[config.mk]
export PLATFORM = sky130hd
export DESIGN_NAME = multicycle_seq
export DESIGN_NICKNAME = d
export VERILOG_FILES = /design/src/rtl/cpu_seq_pkg.sv /design/src/rtl/mem_wait_timer.sv /design/src/rtl/multicycle_seq.sv
export SDC_FILE = /design/constraint.sdc
export NUM_CORES = 1
export LEC_CHECK = 0
export CAP_MARGIN = 20
export CORE_MARGIN = 2
export CORE_UTILIZATION = 38
export CTS_BUF_LIST = sky130_fd_sc_hd__clkbuf_16
export DETAILED_ROUTE_END_ITERATION = 8
export PLACE_DENSITY = 0.66
export SYNTH_ARGS = -nofsm -noshare
export SYNTH_HDL_FRONTEND = slang
export SYNTH_SLANG_ARGS = --single-unit
[constraint.sdc]
create_clock -name clk -period 1.9 [get_ports clk]
set_input_delay 0.38 -clock clk [delete_from_list [all_inputs] [get_ports clk]]
set_output_delay 0.38 -clock clk [all_outputs]
set_load 0.02 [all_outputs]
[src/rtl/cpu_seq_pkg.sv]
// ----------------------------------------------------------------------------
// cpu_seq_pkg
// Shared types and constants for the multi-cycle sequencer.
//   state_e   : sequencer state codes (S_IF..S_ERR, 3 bits wide)
//   STATE_W   : width of the state code / debug state port
//   SEL_INST  : mem_sel value for an instruction fetch (addr = pc)
//   SEL_DATA  : mem_sel value for a data access (addr = alu_result)
// ----------------------------------------------------------------------------
package cpu_seq_pkg;

    localparam int unsigned STATE_W = 3;

    typedef enum logic [STATE_W-1:0] {
        S_IF  = 3'd0,
        S_ID  = 3'd1,
        S_EX  = 3'd2,
        S_MEM = 3'd3,
        S_WB  = 3'd4,
        S_ERR = 3'd5
    } state_e;

    localparam logic SEL_INST = 1'b0;
    localparam logic SEL_DATA = 1'b1;

endpackage

[src/rtl/mem_wait_timer.sv]
// ----------------------------------------------------------------------------
// mem_wait_timer
// Counts consecutive cycles spent waiting on the memory port and flags the
// cycle in which the TIMEOUT-th wait cycle occurs. TIMEOUT = 0 disables it.
// Ports:
//   clk      in  clock, rising edge
//   reset    in  asynchronous, active-low reset
//   waiting  in  memory request outstanding and not acknowledged this cycle
//   clear    in  restart the count (ready seen, no request, or state change)
//   expired  out this cycle is the TIMEOUT-th consecutive wait cycle
// ----------------------------------------------------------------------------
module mem_wait_timer #(
    parameter int unsigned TIMEOUT = 16
) (
    input  logic clk,
    input  logic reset,
    input  logic waiting,
    input  logic clear,
    output logic expired
);

    // The count only needs to reach TIMEOUT-1: the next wait cycle expires.
    localparam int unsigned CNT_W = (TIMEOUT > 1) ? $clog2(TIMEOUT) : 1;
    localparam logic [CNT_W-1:0] LAST = CNT_W'((TIMEOUT == 0) ? 0 : TIMEOUT - 1);
    localparam logic TIMER_ON = (TIMEOUT != 0);

    logic [CNT_W-1:0] r_cnt;
    logic             w_at_last;

    assign w_at_last = (r_cnt == LAST);

    // Combinational so the sequencer can leave for S_ERR on this very cycle.
    assign expired = TIMER_ON & waiting & w_at_last;

    always_ff @(posedge clk or negedge reset) begin
        if (!reset) begin
            r_cnt <= '0;
        end else if (clear) begin
            r_cnt <= '0;
        end else if (waiting && !w_at_last) begin
            r_cnt <= r_cnt + 1'b1;
        end
    end

endmodule

[src/rtl/multicycle_seq.sv]
// ----------------------------------------------------------------------------
// multicycle_seq
// Multi-cycle sequencer: steps each instruction through IF/ID/EX/MEM/WB,
// shares one handshaked memory port between fetch and data access and fires
// the PC/IR/MDR/regfile write enables.
// Optional feature macro: PERF_CNT_EN adds cyc_cnt/inst_cnt counters.
// Ports:
//   clk        in   clock, rising edge
//   reset      in   asynchronous, active-low reset
//   run        in   allow next fetch (sampled only in S_IF)
//   is_load    in   decode: load  (stable in S_EX/S_MEM)
//   is_store   in   decode: store (stable in S_EX/S_MEM)
//   is_ctrl    in   decode: branch/jump/nop
//   mem_ready  in   memory completes current request this cycle
//   mem_req    out  memory request valid
//   mem_sel    out  0 = fetch, 1 = data
//   mem_we     out  data write
//   ir_we      out  load IR pulse
//   mdr_we     out  load MDR pulse
//   rf_we      out  regfile write pulse
//   pc_we      out  load PC pulse
//   retire     out  instruction completed pulse
//   err        out  sticky memory-timeout flag
//   state      out  current state code
//   cyc_cnt    out  [PERF_CNT_EN] cycles since reset
//   inst_cnt   out  [PERF_CNT_EN] retired instructions since reset
// ----------------------------------------------------------------------------
module multicycle_seq
    import cpu_seq_pkg::*;
#(
    parameter int unsigned TIMEOUT = 16
) (
    input  logic               clk,
    input  logic               reset,
    input  logic               run,
    input  logic               is_load,
    input  logic               is_store,
    input  logic               is_ctrl,
    input  logic               mem_ready,
    output logic               mem_req,
    output logic               mem_sel,
    output logic               mem_we,
    output logic               ir_we,
    output logic               mdr_we,
    output logic               rf_we,
    output logic               pc_we,
    output logic               retire,
    output logic               err,
`ifdef PERF_CNT_EN
    output logic [31:0]        cyc_cnt,
    output logic [31:0]        inst_cnt,
`endif
    output logic [STATE_W-1:0] state
);

    state_e r_state;
    state_e w_state_d;
    logic   r_err;

    logic w_req;
    logic w_sel;
    logic w_we;
    logic w_ir_we;
    logic w_mdr_we;
    logic w_rf_we;
    logic w_pc_we;
    logic w_retire;
    logic w_waiting;
    logic w_clear;
    logic w_expired;

    // Wait timer: a request held without ready counts toward the timeout.
    assign w_waiting = w_req & ~mem_ready;
    assign w_clear   = ~w_waiting | (w_state_d != r_state);

    mem_wait_timer #(
        .TIMEOUT (TIMEOUT)
    ) u_timer (
        .clk     (clk),
        .reset   (reset),
        .waiting (w_waiting),
        .clear   (w_clear),
        .expired (w_expired)
    );

    // Next state and output decode. Memory strobes depend only on state
    // (and run in S_IF); the enables are additionally qualified by mem_ready.
    always_comb begin
        w_state_d = r_state;
        w_req     = 1'b0;
        w_sel     = SEL_INST;
        w_we      = 1'b0;
        w_ir_we   = 1'b0;
        w_mdr_we  = 1'b0;
        w_rf_we   = 1'b0;
        w_pc_we   = 1'b0;
        w_retire  = 1'b0;

        case (r_state)
            S_IF: begin
                if (run) begin
                    w_req = 1'b1;
                    w_sel = SEL_INST;
                    if (mem_ready) begin
                        w_ir_we   = 1'b1;
                        w_state_d = S_ID;
                    end else if (w_expired) begin
                        w_state_d = S_ERR;
                    end
                end
            end

            S_ID: begin
                w_state_d = S_EX;
            end

            S_EX: begin
                if (is_load || is_store) begin
                    w_state_d = S_MEM;
                end else if (is_ctrl) begin
                    w_pc_we   = 1'b1;
                    w_retire  = 1'b1;
                    w_state_d = S_IF;
                end else begin
                    w_state_d = S_WB;
                end
            end

            S_MEM: begin
                w_req = 1'b1;
                w_sel = SEL_DATA;
                // Load wins when both decode bits are set.
                w_we  = is_store & ~is_load;
                if (mem_ready) begin
                    if (is_load) begin
                        w_mdr_we  = 1'b1;
                        w_state_d = S_WB;
                    end else begin
                        w_pc_we   = 1'b1;
                        w_retire  = 1'b1;
                        w_state_d = S_IF;
                    end
                end else if (w_expired) begin
                    w_state_d = S_ERR;
                end
            end

            S_WB: begin
                w_rf_we   = 1'b1;
                w_pc_we   = 1'b1;
                w_retire  = 1'b1;
                w_state_d = S_IF;
            end

            S_ERR: begin
                w_state_d = S_ERR;
            end

            default: begin
                // Illegal codes recover to fetch without driving anything.
                w_state_d = S_IF;
            end
        endcase
    end

    always_ff @(posedge clk or negedge reset) begin
        if (!reset) begin
            r_state <= S_IF;
        end else begin
            r_state <= w_state_d;
        end
    end

    always_ff @(posedge clk or negedge reset) begin
        if (!reset) begin
            r_err <= 1'b0;
        end else if (w_state_d == S_ERR) begin
            r_err <= 1'b1;
        end
    end

    // Reset masks the outputs directly so they drop without waiting for a
    // clock edge (S_IF with run=1 would otherwise keep mem_req high).
    assign mem_req = reset & w_req;
    assign mem_sel = reset & w_sel;
    assign mem_we  = reset & w_we;
    assign ir_we   = reset & w_ir_we;
    assign mdr_we  = reset & w_mdr_we;
    assign rf_we   = reset & w_rf_we;
    assign pc_we   = reset & w_pc_we;
    assign retire  = reset & w_retire;
    assign err     = r_err;
    assign state   = r_state;

`ifdef PERF_CNT_EN
    logic [31:0] r_cyc_cnt;
    logic [31:0] r_inst_cnt;

    // Both counters wrap naturally and stop once the sequencer has failed.
    always_ff @(posedge clk or negedge reset) begin
        if (!reset) begin
            r_cyc_cnt  <= '0;
            r_inst_cnt <= '0;
        end else if (r_state != S_ERR) begin
            r_cyc_cnt <= r_cyc_cnt + 32'd1;
            if (w_retire) begin
                r_inst_cnt <= r_inst_cnt + 32'd1;
            end
        end
    end

    assign cyc_cnt  = r_cyc_cnt;
    assign inst_cnt = r_inst_cnt;
`endif

endmodule

# Word level (Yosys, flattened, before mapping)
# Index checks and enable logic that the tools add are counted.
dict set report classes {
  n_addsub 1
  n_eq_ne 8
  mux 26
  n_bitwise 14
  reduce_logical 5
}
# operator n
set ops {}
lappend ops {{3-bit two-way mux} 7}
lappend ops {{3-bit one-hot mux with 5 select lines} 1}
lappend ops {{1-bit two-way mux} 14}
lappend ops {{1-bit bitwise AND} 10}
lappend ops {{3-bit == test (second input constant)} 3}
lappend ops {{4-bit two-way mux} 2}
lappend ops {{3-bit by 2-bit == test with 1-bit output (second input constant)} 2}
lappend ops {{4-bit by 1-bit adder with 4-bit output (second input constant)} 1}
lappend ops {{4-bit == test (second input constant)} 1}
lappend ops {{3-bit by 1-bit == test with 1-bit output (second input constant)} 1}
lappend ops {{3-bit logical NOT} 1}
lappend ops {{3-bit inequality test} 1}
lappend ops {{1-bit inverter} 3}
lappend ops {{1-bit one-hot mux with 3 select lines} 1}
lappend ops {{1-bit one-hot mux with 2 select lines} 1}
lappend ops {{2-bit nonzero test} 1}
lappend ops {{1-bit logical AND} 1}
lappend ops {{1-bit logical NOT} 1}
lappend ops {{1-bit logical OR} 1}
lappend ops {{1-bit OR} 1}
dict set report word_totals {
  ff_bits 8
  inputBits 7
  word_cells 57
}

# Longest topological paths before layout
dict set report depth {
  depth_word 11
  ltp_mapped 6
  depth_no_buf 5
}

# By module
# From an unflattened synthesis, not the netlist that was laid out.
dict set report hier_totals {
  cells_unflattened 66
  hier_area_um2 618.1
}
# module n_inst cells_each area_each_um2 seq_area_each_um2
set by_module_without_submodules {}
lappend by_module_without_submodules {multicycle_seq 1 45 379.1 100.1}
lappend by_module_without_submodules {mem_wait_timer 1 21 239.0 100.1}

# Worst setup path before layout
# OpenSTA, ideal clock, no wires.
dict set report synth_timing {
  path_type {reg-to-output}
  start {reg r_state[0] (netlist: state[0])}
  end {out retire}
  arrival_ps 2067
  t_required_ps 1520
  setup_slack_ps -547
  path_stages_with_launch 7
  n_path_buf 2
  cell_sequence {dfrtp_1 -> buf_6 -> nand2_1 -> a21boi_0 -> or4b_1 -> a21boi_0 -> buf_4}
}
dict set report synth_between {
  elab_chain_len 3
  elab_cells_between_ends 5
  classes_between {eq/ne: 3; mux: 1; bitwise: 1}
}
# item line
set synth_lines {}
lappend synth_lines {{start: declaration} multicycle_seq.sv:56} ;# state_e r_state;
lappend synth_lines {{start signal: assignment} multicycle_seq.sv:170} ;# r_state <= w_state_d;
lappend synth_lines {{3-bit == test or 3-bit by 2-bit == test with 1-bit output (tied branches)} --}
lappend synth_lines {{1-bit one-hot mux with 3 select lines (*)} --}
lappend synth_lines {{1-bit bitwise AND (*)} --}
lappend synth_lines {{end: declaration} multicycle_seq.sv:47} ;# output logic retire,
# Mark *: on every way between the ends. The rest lies on a longest branch, timed or not.

# Final worst setup path
dict set report layout_timing {
  start {in is_load}
  end {out pc_we}
}
dict set report layout_between {
  elab_chain_len 4
  elab_cells_between_ends 6
  classes_between {mux: 4; bitwise: 1; reduce/logical: 1}
}
# item line
set layout_lines {}
lappend layout_lines {{start: declaration} multicycle_seq.sv:36} ;# input logic is_load,
lappend layout_lines {{1-bit two-way mux or 1-bit logical OR (tied branches)} {multicycle_seq.sv:135, multicycle_seq.sv:118}}
lappend layout_lines {{1-bit two-way mux, on equally long branches} {multicycle_seq.sv:134, multicycle_seq.sv:118}}
lappend layout_lines {{1-bit one-hot mux with 3 select lines (*)} multicycle_seq.sv:99} ;# case (r_state)
lappend layout_lines {{1-bit bitwise AND (*)} multicycle_seq.sv:190} ;# assign pc_we = reset & w_pc_we;
lappend layout_lines {{end: declaration} multicycle_seq.sv:46} ;# output logic pc_we,
# Marks and branches as above.

==> impl_results.md <==
* Max_cap viols at 0
* Final setup fails at 2
* Post-Layout Inst Area at 978.4 µm²
* Yosys warns at 0
* Worst Setup SP: is_load
* Actual slew at the worst max-slew pin at 0.2348 ns
* R2R setup slack at 0.25 ns
* Largest net degree at the start of global routing at 12
* Hold Violations, Final at 0
* Core area at 1471 µm²
* Peak supply drop at roughly 0.00080 V
* Yosys top cell area share at 0.3456
* Via density at ~5.4
* Total track usage at 0.2012
* PnR worst setup slack at -0.1290 ns
* Fill cells at around 120
* Synth Area in Compound Gates at 0.2289
* Clock Path Buffers at 2
* Htree depth at 1
* Largest family of logic cells by synthesized area: simple AND/OR/NAND/NOR gates
* Initial Utilization at 0.3937
* Number of buffers created by CTS at 3
* Failing checks: negative setup slack
* Placed inst area at roughly 920 µm²
* Ratio of cells with drive above 1 in the final layout at 0.4231
* Via count at around 650
* Ports at 19
* Dominant cell type by area after synthesis: dfrtp_1
* Worst Setup End Kind: output port
* CTS Root Cell: clkbuf_16
* Required time worst endpoint at around 1.5 ns
* Clock sink count at 8
* Remaining Overflow, GRT at 0
* Mapped cell area at 579.3 µm²
* Mapped Cells at 66
* First-pass GRT wire length at 2753 µm
* Max stage delay on crit path at 0.54 ns
* Ranking of synthesized cells by area: dfrtp_1 35%, nor3_1 5.2%, nand2_1 3.9%, nor2_1 3.9%, o21ai_0 3.5%
* R2r endpoint: err
* Avg Cell Area, Syn at about 9 µm²
* Pwr/cell area at 1374 nW/µm²
* Initial antenna violation count at 0
* Layout area overhead at 68.90%
* LEAKAGE at between 0.4 and 0.5 nW
* Critical Path Fanout Max at 2
* HPWL after detailed placement at roughly 1200 µm
* CTS tree: done
* CP Cell Sequence: clkdlybuf4s50_1, or4b_4, a21boi_4, buf_6
* DRT antenna net count at 0
* Outcome: finished with violations
* Die height at around 43 µm
* Post-synthesis xor/xnor area fraction at 0.01512
* Port bufs at 18
* Worst hold path type: input port to asynchronous set/reset pin
* Multiplexer area fraction after synthesis at 0
* Most frequent cells in the layout: 20 x buf_4, 7 x dfrtp_1, 6 x nor3_1
* Number of cell rows at 14
* Synth Area in Simple Gates at 0.3197
* # hold bufs at CTS at 0
* Vias in the first global route at 625
* Final Util at 0.6650
* Gpl congestion at ~0.8
* Die width at between 40 and 50 µm
* Critical-path top delay cell: or4b_4
* Most common cell after layout, fill and taps aside: buf_4
* Fin crit period at between 2 and 2.5 ns
* Synth Area in Adders at 0.02160
* Period utilization at 1.068
* Reg2reg path depth at 5
* Routed WL at 1593 µm
* Unique masters post-synth at 32
* Setup Skew at between 0.004 and 0.005 ns
* Worst endpoint data arrival time at about 1.7 ns
* Prevailing post-synth register cell: dfrtp_1
* DRT Pass-1 Iters at 4
* Max-slew violation count at 0
* Routed WL per cell at ~13 µm
* Worst skew pair latency at 0.23 ns
* R2r startpoint: state[0]
* Setup Fix Bufs, Post-CTS at 0
* Layout Nets at around 110
* DRT iter0 DRCs at 14
* Max Clock Freq at 492.8 MHz
* Slew headroom at 0.8418
* EDFF count, synth at 0
* RSZ-0062 raised after global routing: yes
* WS Path Type: input port to output port
* Type of origin of the critical path: input port
* Mapped Nets at between 70 and 80
* Die ar. at approximately 1900 µm²
* Post-synthesis sequential area ratio at 0.3456
* Post-route DRC at 0
* Clock-pin slew on the worst setup and hold paths at ~0.040 ns
* Post-synthesis async set-or-reset flop share at 1.000
* Seq cells post-synth at 8
* Post-place setup slack at -0.8282 ns
* N_diodes at 0
logic make-up (layout without fill, tap and decap cells):
logic type / after synthesis / in the layout
xor gates and xnor gates: 1 / 1
buffers and inverters: 7 / 45
DFF: 8 / 8
AOI/OAI and AO/OA: 16 / 16
adders and majority gates: 1 / 1
and+or+nand+nor: 33 / 33
how the worst max path moves through the flow:
stage                         to  slack, ns
final                      pc_we      -0.13
after CTS                  pc_we      -0.17
after detailed placement   pc_we      -0.83
after global placement     pc_we      -0.81
after floorplan           retire      -0.11
after global routing      retire      -0.17
layout make-up:
type                       instances  area, µm²  share of cell area
clock buffer                       3      75.07             0.07673
clock inverter                     1      3.754            0.003836
inverter                           3      11.26             0.01151
multi-input combinational         51      359.1              0.3670
sequential                         8      201.4              0.2059
tap                               16      20.02             0.02046
timing repair buffer              38      307.8              0.3146
worst max-delay path: cells and delay by family:
family | cells | cell delay (ns)
buffers and inverters | 2 | 0.56
AOI/OAI and AO/OA | 1 | 0.17
and+or+nand+nor | 1 | 0.54
stage by stage:
stage | power [mW] | instances | setup TNS, ns | hold WS (ns)
floorplan | 0.6645 | 66 | -0.1061 | 0.08441
global placement | 0.9822 | 116 | -4.130 | 0.4387
detailed placement | 0.9873 | 116 | -4.183 | 0.4443
CTS | 1.354 | 120 | -0.3315 | 0.2848
global route | 1.445 | 120 | -0.3410 | 0.3147
finish | 1.345 | 120 | -0.2579 | 0.2939
state kept, by name, summed over array words and instances, names as in the netlist:
name	count
err	1
state	3
u_timer.r_cnt	4
power breakdown:
part,switching (mW),internal [mW]
sequential,0.0410,0.213
clock,0.0861,0.274
combinational,0.354,0.376
synth_stat cells, types with 2 or more instances:
cell      instances
nand2_1           6
nor2_1            6
nor3b_1           2
o21ai_0           4
and3_1            2
inv_1             3
nor3_1            6
a31oi_1           2
nand3_1           3
buf_2             2
dfrtp_1           8
a21boi_0          2
metal layers:
layer	vias to the layer above	share of wire	wire length, µm	global-route usage
met5	-	0	0	0
met4	0	0.017	27	0.1212
met3	4	0.047	75	0.03404
met2	23	0.53	843	0.3364
met1	309	0.41	646	0.2381
li1	313	-	-	-
repair_timing:
action / 4_1_cts / 5_1_grt
pin swaps: 3 / 3
hold endpoints to repair: 0 / 0
setup endpoints to repair: 8 / 8
cloned: 0 / 0
resized for setup: 34 / 8
No activity file was read; power rests on OpenSTA's default activity.
